`config.mk`:
```
export PLATFORM = sky130hd
export DESIGN_NAME = uart_rx_flat
export DESIGN_NICKNAME = d
export VERILOG_FILES = /design/src/rtl/uart_pkg.sv /design/src/rtl/uart_rx_if.sv /design/src/rtl/sync_2ff.sv /design/src/rtl/uart_rx.sv /design/src/flat_wrapper.sv
export SDC_FILE = /design/constraint.sdc
export NUM_CORES = 1
export LEC_CHECK = 0
export CAP_MARGIN = 10
export CORE_MARGIN = 5
export CORE_UTILIZATION = 50
export DETAILED_ROUTE_END_ITERATION = 16
export PLACE_DENSITY = 0.7
export SLEW_MARGIN = 30
export SYNTH_ARGS = -nofsm -noshare
export SYNTH_HDL_FRONTEND = slang
export SYNTH_HIERARCHICAL = 1
export SYNTH_SLANG_ARGS = --single-unit
```
`constraint.sdc`:
```
create_clock -name clk -period 2.17 [get_ports clk]
set_clock_uncertainty 0.1 [all_clocks]
set_input_delay 0.651 -clock clk [delete_from_list [all_inputs] [get_ports clk]]
set_output_delay 0.651 -clock clk [all_outputs]
set_load 0.02 [all_outputs]
```
`src/rtl/uart_pkg.sv`:
```
// Shared UART definitions: receiver state encoding and frame data width.
package uart_pkg;

    localparam int UART_DATA_BITS = 8;

    localparam logic [2:0] ST_IDLE   = 3'd0;
    localparam logic [2:0] ST_START  = 3'd1;
    localparam logic [2:0] ST_DATA   = 3'd2;
    localparam logic [2:0] ST_PARITY = 3'd3;
    localparam logic [2:0] ST_STOP   = 3'd4;

    typedef enum logic [2:0] {
        IDLE   = ST_IDLE,
        START  = ST_START,
        DATA   = ST_DATA,
        PARITY = ST_PARITY,
        STOP   = ST_STOP
    } state_t;

endpackage

```
`src/rtl/uart_rx_if.sv`:
```
// Received-byte stream from uart_rx to the download RAM packer.
interface uart_rx_if;
    import uart_pkg::*;

    logic                      rx_valid;
    logic [UART_DATA_BITS-1:0] rx_data;
    logic                      o_frame_err;
    logic                      o_parity_err;
    logic                      o_busy;

    modport master (
        output rx_valid,
        output rx_data,
        output o_frame_err,
        output o_parity_err,
        output o_busy
    );

    modport slave (
        input rx_valid,
        input rx_data,
        input o_frame_err,
        input o_parity_err,
        input o_busy
    );

endinterface

```
`src/rtl/sync_2ff.sv`:
```
// Two-flop synchroniser for asynchronous single-bit inputs.
module sync_2ff #(
    parameter logic RST_VAL = 1'b1
) (
    input  logic clk,
    input  logic rst_n,
    input  logic d,
    output logic q
);

    logic meta;

    always_ff @(posedge clk or negedge rst_n) begin
        if (!rst_n) begin
            meta <= RST_VAL;
            q    <= RST_VAL;
        end else begin
            meta <= d;
            q    <= meta;
        end
    end

endmodule

```
`src/rtl/uart_rx.sv`:
```
// 8N1 UART receiver producing single-cycle byte strobes.
// Define UART_PARITY_EN to receive an even-parity bit before the stop bit.
module uart_rx
    import uart_pkg::*;
#(
    parameter int CLKS_PER_BIT = 868
) (
    input  logic clk,
    input  logic i_reset_n,
    input  logic i_rx,
    uart_rx_if.master rx
);

    localparam int CW = $clog2(CLKS_PER_BIT);
    localparam logic [CW-1:0] BIT_END  = CW'(CLKS_PER_BIT - 1);
    localparam logic [CW-1:0] HALF_END = CW'(CLKS_PER_BIT / 2 - 1);
    localparam logic [2:0]    LAST_BIT = 3'(UART_DATA_BITS - 1);

    state_t                    state;
    logic [CW-1:0]             timer;
    logic [2:0]                idx;
    logic [UART_DATA_BITS-1:0] shreg;
    logic                      rx_s;
    logic                      rx_q;
    logic                      valid_q;
    logic [UART_DATA_BITS-1:0] data_q;
    logic                      ferr_q;
    logic                      perr_q;
    logic                      busy_q;
`ifdef UART_PARITY_EN
    logic                      par_bad;
`endif

    sync_2ff #(.RST_VAL(1'b1)) u_sync (
        .clk   (clk),
        .rst_n (i_reset_n),
        .d     (i_rx),
        .q     (rx_s)
    );

    wire tick = (timer == BIT_END);
    wire half = (timer == HALF_END);

    always_ff @(posedge clk or negedge i_reset_n) begin
        if (!i_reset_n) begin
            state   <= IDLE;
            timer   <= '0;
            idx     <= '0;
            shreg   <= '0;
            rx_q    <= 1'b1;
            valid_q <= 1'b0;
            data_q  <= '0;
            ferr_q  <= 1'b0;
            perr_q  <= 1'b0;
            busy_q  <= 1'b0;
`ifdef UART_PARITY_EN
            par_bad <= 1'b0;
`endif
        end else begin
            rx_q    <= rx_s;
            valid_q <= 1'b0;
            ferr_q  <= 1'b0;
            perr_q  <= 1'b0;
            unique case (state)
                IDLE: begin
                    // Edge, not level: a held-low break cannot retrigger.
                    if (rx_q && !rx_s) begin
                        state  <= START;
                        timer  <= '0;
                        busy_q <= 1'b1;
                    end
                end
                START: begin
                    if (half) begin
                        timer <= '0;
                        idx   <= '0;
                        if (rx_s) begin
                            state  <= IDLE;
                            busy_q <= 1'b0;
                        end else begin
                            state <= DATA;
                        end
                    end else begin
                        timer <= timer + CW'(1);
                    end
                end
                DATA: begin
                    if (tick) begin
                        timer <= '0;
                        shreg <= {rx_s, shreg[UART_DATA_BITS-1:1]};
                        idx   <= idx + 3'd1;
                        if (idx == LAST_BIT) begin
`ifdef UART_PARITY_EN
                            state <= PARITY;
`else
                            state <= STOP;
`endif
                        end
                    end else begin
                        timer <= timer + CW'(1);
                    end
                end
                PARITY: begin
`ifdef UART_PARITY_EN
                    if (tick) begin
                        timer   <= '0;
                        par_bad <= rx_s ^ (^shreg);
                        state   <= STOP;
                    end else begin
                        timer <= timer + CW'(1);
                    end
`else
                    state  <= IDLE;
                    busy_q <= 1'b0;
`endif
                end
                STOP: begin
                    if (tick) begin
                        timer  <= '0;
                        state  <= IDLE;
                        busy_q <= 1'b0;
                        if (!rx_s) begin
                            ferr_q <= 1'b1;
                        end
`ifdef UART_PARITY_EN
                        else if (par_bad) begin
                            perr_q <= 1'b1;
                        end
`endif
                        else begin
                            valid_q <= 1'b1;
                            data_q  <= shreg;
                        end
                    end else begin
                        timer <= timer + CW'(1);
                    end
                end
                default: begin
                    state  <= IDLE;
                    busy_q <= 1'b0;
                end
            endcase
        end
    end

    assign rx.rx_valid     = valid_q;
    assign rx.rx_data      = data_q;
    assign rx.o_frame_err  = ferr_q;
    assign rx.o_parity_err = perr_q;
    assign rx.o_busy       = busy_q;

endmodule

```
`src/flat_wrapper.sv`:
```
// flat-port wrapper written by rule: the top's interface ports become plain ports
module uart_rx_flat import uart_pkg::*;
#(
    parameter int CLKS_PER_BIT = 868
)
  (clk, i_reset_n, i_rx, rx_rx_valid, rx_rx_data, rx_o_frame_err, rx_o_parity_err, rx_o_busy);
  uart_rx_if rx_i ();
  input  logic clk;
  input  logic i_reset_n;
  input  logic i_rx;
  output wire logic [$bits(rx_i.rx_valid)-1:0] rx_rx_valid;
  output wire logic [$bits(rx_i.rx_data)-1:0] rx_rx_data;
  output wire logic [$bits(rx_i.o_frame_err)-1:0] rx_o_frame_err;
  output wire logic [$bits(rx_i.o_parity_err)-1:0] rx_o_parity_err;
  output wire logic [$bits(rx_i.o_busy)-1:0] rx_o_busy;
  assign rx_rx_valid = rx_i.rx_valid;
  assign rx_rx_data = rx_i.rx_data;
  assign rx_o_frame_err = rx_i.o_frame_err;
  assign rx_o_parity_err = rx_i.o_parity_err;
  assign rx_o_busy = rx_i.o_busy;
  uart_rx #(.CLKS_PER_BIT(CLKS_PER_BIT)) u_core (.clk(clk), .i_reset_n(i_reset_n), .i_rx(i_rx), .rx(rx_i));
endmodule
```
After elaboration in Yosys (flattened, before gate mapping)
Index checks and enable logic that the tools add are counted.
{"block": "word_totals", "regBits": 38, "inputBits": 3, "out_inout_bits": 12, "wordCells": 63}
{"block": "op_classes", "n_addsub": 2, "eq_ne": 12, "mux": 25, "n_bitwise": 1, "n_reduce_logical": 12}
{"cell": "10-bit two-way mux", "count": 3}
{"cell": "10-bit one-hot mux with 3 select lines", "count": 1}
{"cell": "3-bit two-way mux", "count": 7}
{"cell": "3-bit one-hot mux with 4 select lines", "count": 1}
{"cell": "10-bit by 1-bit adder with 10-bit output, second input constant", "count": 1}
{"cell": "10-bit equality test, second input constant", "count": 1}
{"cell": "10-bit by 9-bit equality test with 1-bit output, second input constant", "count": 1}
{"cell": "1-bit two-way mux", "count": 10}
{"cell": "2-bit by 1-bit inequality test with 1-bit output, second input constant", "count": 5}
{"cell": "5-bit AND reduction", "count": 2}
{"cell": "3-bit equality test, second input constant", "count": 2}
{"cell": "3-bit one-hot mux with 2 select lines", "count": 1}
{"cell": "3-bit AND reduction", "count": 2}
{"cell": "1-bit one-hot mux with 4 select lines", "count": 1}
{"cell": "2-bit AND reduction", "count": 2}
{"cell": "3-bit by 1-bit adder with 3-bit output, second input constant", "count": 1}
{"cell": "3-bit by 1-bit equality test with 1-bit output, second input constant", "count": 1}
{"cell": "3-bit by 2-bit equality test with 1-bit output, second input constant", "count": 1}
{"cell": "3-bit zero test", "count": 1}
{"cell": "3-bit nonzero test", "count": 1}
{"cell": "2-bit two-way mux", "count": 1}
{"cell": "2-bit inequality test, second input constant", "count": 1}
{"cell": "2-bit nonzero test", "count": 1}
{"cell": "2-bit OR reduction", "count": 1}
{"cell": "other kinds (3)", "count": 3}

Longest topological paths before layout
{"block": "depth", "word_depth": 4, "mapped_depth": 8, "ltp_nobuf": 7}

Hierarchy
Netlist, hierarchy kept.
{"module": "uart_rx", "instances": 1, "cells_each": 173, "area_each_um2": 1794.2, "seq_area_each_um2": 902.1}
{"module": "sync_2ff", "instances": 1, "cells_each": 2, "area_each_um2": 52.6, "seq_area_each_um2": 52.6}

Least setup slack after synthesis
Ideal clock, no wire load.
{"block": "synth_path", "kind": "reg2reg", "start": "register u_core.timer[0]", "end": "register u_core.timer[2]", "setup_time_ns": 0.119, "arrival_ns": 1.706, "t_required_ns": 1.951, "setup_slack_ns": 0.246, "stages_incl_launch_ff": 8, "n_path_buf": 1, "period_less_slack_ns": 1.924, "cell_sequence": "dfrtp_1 ha_1 and4bb_2 nand4_1 a32oi_2 buf_4 o21ai_0 a21o_2"}
{"block": "synth_via", "elab_chain_len": 3, "elab_cells_between_ends": 6, "classes_between": "1 x add/sub; 2 x eq/ne; 3 x mux"}
{"element": "from (decl)", "line": "uart_rx.sv:20", "text": "logic [CW-1:0] timer;"}
{"element": "from (signal assigned)", "line": "uart_rx.sv:84", "text": "timer <= timer + CW'(1);"}
{"element": "from (signal assigned)", "line": "uart_rx.sv:100", "text": "timer <= timer + CW'(1);"}
{"element": "from (signal assigned)", "line": "uart_rx.sv:135", "text": "timer <= timer + CW'(1);"}
{"element": "10-bit by 1-bit adder with 10-bit output, or another cell as far along", "line": "uart_rx.sv:84, uart_rx.sv:100, uart_rx.sv:135"}
{"element": "10-bit two-way mux (on tied branches)", "line": "uart_rx.sv:88, uart_rx.sv:118, uart_rx.sv:74"}
{"element": "10-bit one-hot mux with 3 select lines *", "line": "uart_rx.sv:64", "text": "unique case (state)"}
Mark *: on every way between the ends. The rest lies on a longest branch, timed or not.
A chain may end at the register's enable or synchronous reset.

Worst setup path in the final report
{"block": "layout_path", "start": "register u_core.timer[1]", "end": "register u_core.timer[2]"}
The elaborated chain is that of the path after synthesis.

==> flow_metrics.tcl <==
set metrics [dict create \
    yosysSeqAreaShare_pct 51.7 \
    postPlaceCellArea_sq_um 2040 \
    h-tree-depth 2 \
    crit_path_end_kind "flop" \
    syn_to_final_growth_pct 17.3 \
    drt_wl_total_microns 3710 \
    p_leak_nw 0.988 \
    fin_crit_ns 2.03 \
    hpwlAfterDp_microns 2560 \
    hold_viol 0 \
    rsz0062_at_grt "no" \
    synth-edff-count 0 \
    slowest_stage "dfrtp_1" \
    min_path_type "reg2reg" \
    worstPathRequired_ns 2.25 \
    internal-power_mw 1.44 \
    hold_buffers 0 \
    first_global_vias 1386 \
    post-route-period-util_pct 93.6 \
    die_area_sq_um 5010 \
    die_w_microns 70.8 \
    power_switching_mw 0.689 \
    clock_tree.root_cell "clkbuf_8" \
    finalMaxSlewViolations 0 \
    syn-num-nets 182 \
    post-cts-setup-buffer-count 0 \
    worstPathCellList "ha_2, and4bb_2, nand4_1, a32oi_2, buf_6, o21ai_0, a21o_2" \
    syn-cell-area_sq_um 1850 \
    start_util_pct 51.2 \
    cts_tree "built" \
    max_freq_mhz 492 \
    cap_violations 0 \
    ys.flop_type "dfrtp_1" \
    gr-total-overflow 0 \
    crit_type "reg2reg" \
    pwr-share-comb_pct 30.9 \
    fin_nets 203 \
    finish.instance_area_sq_um 2170 \
    first_pass_iters 5 \
    antenna_left 0 \
    avgSynthCellArea_sq_um 10.6 \
    drive_gt1_share_pct 19.3 \
    place_congestion 0.862 \
    vias 1386 \
    p_clk_share_pct 28.6 \
    cts_made_buffers 5 \
    swShare_pct 32.4 \
    grt_usage_pct 16.2 \
    sequentialPowerShare_pct 40.6 \
    cts_sinks 38 \
    drt-initial-drc-count 91 \
    ys_ff_latch 38 \
    grt_first_pass_wirelength_microns 6470 \
    p_per_area_nw_per_um2 981 \
    wire_per_inst_microns 15.1 \
    drc_errors 0 \
    setup_tns_ns 0 \
    antenna_found_initial 0 \
    grt_max_degree 39 \
    slowest_delay_ns 0.43 \
    num_rows 22 \
    worstSkewPairLatency_ns 0.29 \
    setup_viol_count_final 0 \
    status "finished, final reports clean" \
    core_sq_um 3610 \
    netlist_instances 175 \
    ir_worst_vdd_mv 0.463 \
    arrival_ns 2.11 \
    clkTransAtPathRegs_ns 0.07 \
    ios 15 \
    portBuffers 13 \
    viasPerCell 5.66 \
    die_h_microns 70.8 \
    startpoint_type "flop" \
    cts_buffer_depth 2 \
    ys_warn_count 6 \
    diodes 0 \
    crit_fanout 11 \
    async_flop_share_pct 100 \
    postCtsResizedCells 0 \
    synth.distinct_cells 42 \
]
==> area by class of cell <==
type / count / area, sq um
Clock inverter: 1 / 30.0
Timing Repair Buffer: 20 / 181
Tap cell: 48 / 60.1
Inverter: 6 / 22.5
Clock buffer: 7 / 86.3
Sequential cell: 38 / 956
Fill cell: 295 / 1440
Multi-Input combinational cell: 125 / 831
==> worst max-delay path: cells and delay by family (launching register included) <==
family | cells | cell delay (ns)
flops | 1 | 0.43
compound gates | 3 | 0.55
simple gates | 2 | 0.44
buf+inv | 1 | 0.17
fa+ha+maj | 1 | 0.24
==> registers in the layout (all words and copies together) (netlist names) <==
| name | count |
|---|---|
| u_core/rx_q | 1 |
| u_core/rx.rx_data | 8 |
| u_core/rx.o_busy | 1 |
| u_core/u_sync/q | 1 |
| u_core/rx.o_frame_err | 1 |
| u_core/u_sync/meta | 1 |
| u_core/timer | 10 |
| u_core/state | 3 |
| u_core/rx.rx_valid | 1 |
| u_core/idx | 3 |
| u_core/shreg | 8 |
==> cell families (layout without fill, tap and decap cells) <==
| family | Yosys count | after routing | synth area share [%] |
|---|---|---|---|
| simple gates | 74 | 74 | 22.3 |
| flops | 38 | 38 | 51.7 |
| compound gates | 37 | 37 | 14.1 |
| buf+inv | 12 | 34 | 3.66 |
| mux | 8 | 8 | 4.88 |
| fa+ha+maj | 4 | 4 | 2.71 |
| other cells | 1 | 1 | 0.203 |
| xor+xnor | 1 | 1 | 0.474 |
==> per-layer routing <==
layer  routed length (microns)  up-vias  track usage [%]
met1                      1630      671             21.6
met2                      1790       40             24.9
met4                        72        0             7.93
met3                       205       12             3.55
met5                         0        -                0
li1                          -      663                -
==> synth_stat cells (all sizes together) (4+ instances only) <==
cell | count | area (sq um)
nand4 | 4 | 40.0
nor2b | 4 | 25.0
nand2 | 34 | 128
dfrtp | 35 | 876
a21oi | 7 | 35.0
mux2 | 8 | 90.1
inv | 6 | 22.5
ha | 4 | 50.1
nor2 | 7 | 26.3
o21ai | 13 | 65.1
nor3 | 4 | 20.0
nor3b | 4 | 41.3
nand3 | 5 | 30.0
buf | 6 | 45.0
or3 | 4 | 25.0
==> metrics by stage <==
stage          total power, mW  setup slack (ns)  hold slack, ns  utilization (%)  instances
6_report                  2.13             0.138           0.258             60.1        245
5_1_grt                   2.26            0.0146           0.266             60.1        245
4_1_cts                   2.12            0.0675           0.261             59.8        245
3_5_place_dp              1.50            0.0824           0.251             56.6        237
3_3_place_gp              1.47             0.140           0.247             56.6        237
2_1_floorplan             1.31             0.246           0.245                -        175
==> final timing paths <==
path / startpoint / endpoint / slack [ns] / cells after the start
setup reg to reg: u_core/timer[1] / u_core/timer[2] / 0.14 / 7
max in group asynchronous: i_reset_n / u_core/u_sync/meta / 1.31 / 2
hold / removal: u_core/u_sync/meta / u_core/u_sync/q / 0.26 / 0
setup / recovery: u_core/timer[1] / u_core/timer[2] / 0.14 / 7
min in group asynchronous: i_reset_n / u_core/timer[2] / 0.30 / 2
hold reg to reg: u_core/u_sync/meta / u_core/u_sync/q / 0.26 / 0
==> power by group through the flow <==
stage                     Clock (mW)  Combinational, mW  Sequential [mW]
after floorplan                    0              0.462            0.849
after global placement             0              0.610            0.864
after detailed placement           0              0.635            0.868
after CTS                      0.625              0.639            0.857
after global routing           0.659              0.729            0.873
final                          0.607              0.657            0.862
==> layout by cell type, fill, tap and decap left out, drive strengths merged, types with 2 or more instances in the layout <==
cell           count
a21oi              7
a22o               3
a32o               2
and4bb             2
buf                8
clkbuf             7
clkdlybuf4s50     12
dfrtp             35
dfstp              3
ha                 4
inv                6
mux2               8
nand2             34
nand3              5
nand4              4
nor2               7
nor2b              4
nor3               4
nor3b              4
nor4bb             2
o21ai             13
o22ai              2
or3                4
Note: power is estimated with default switching activity, not from simulation.
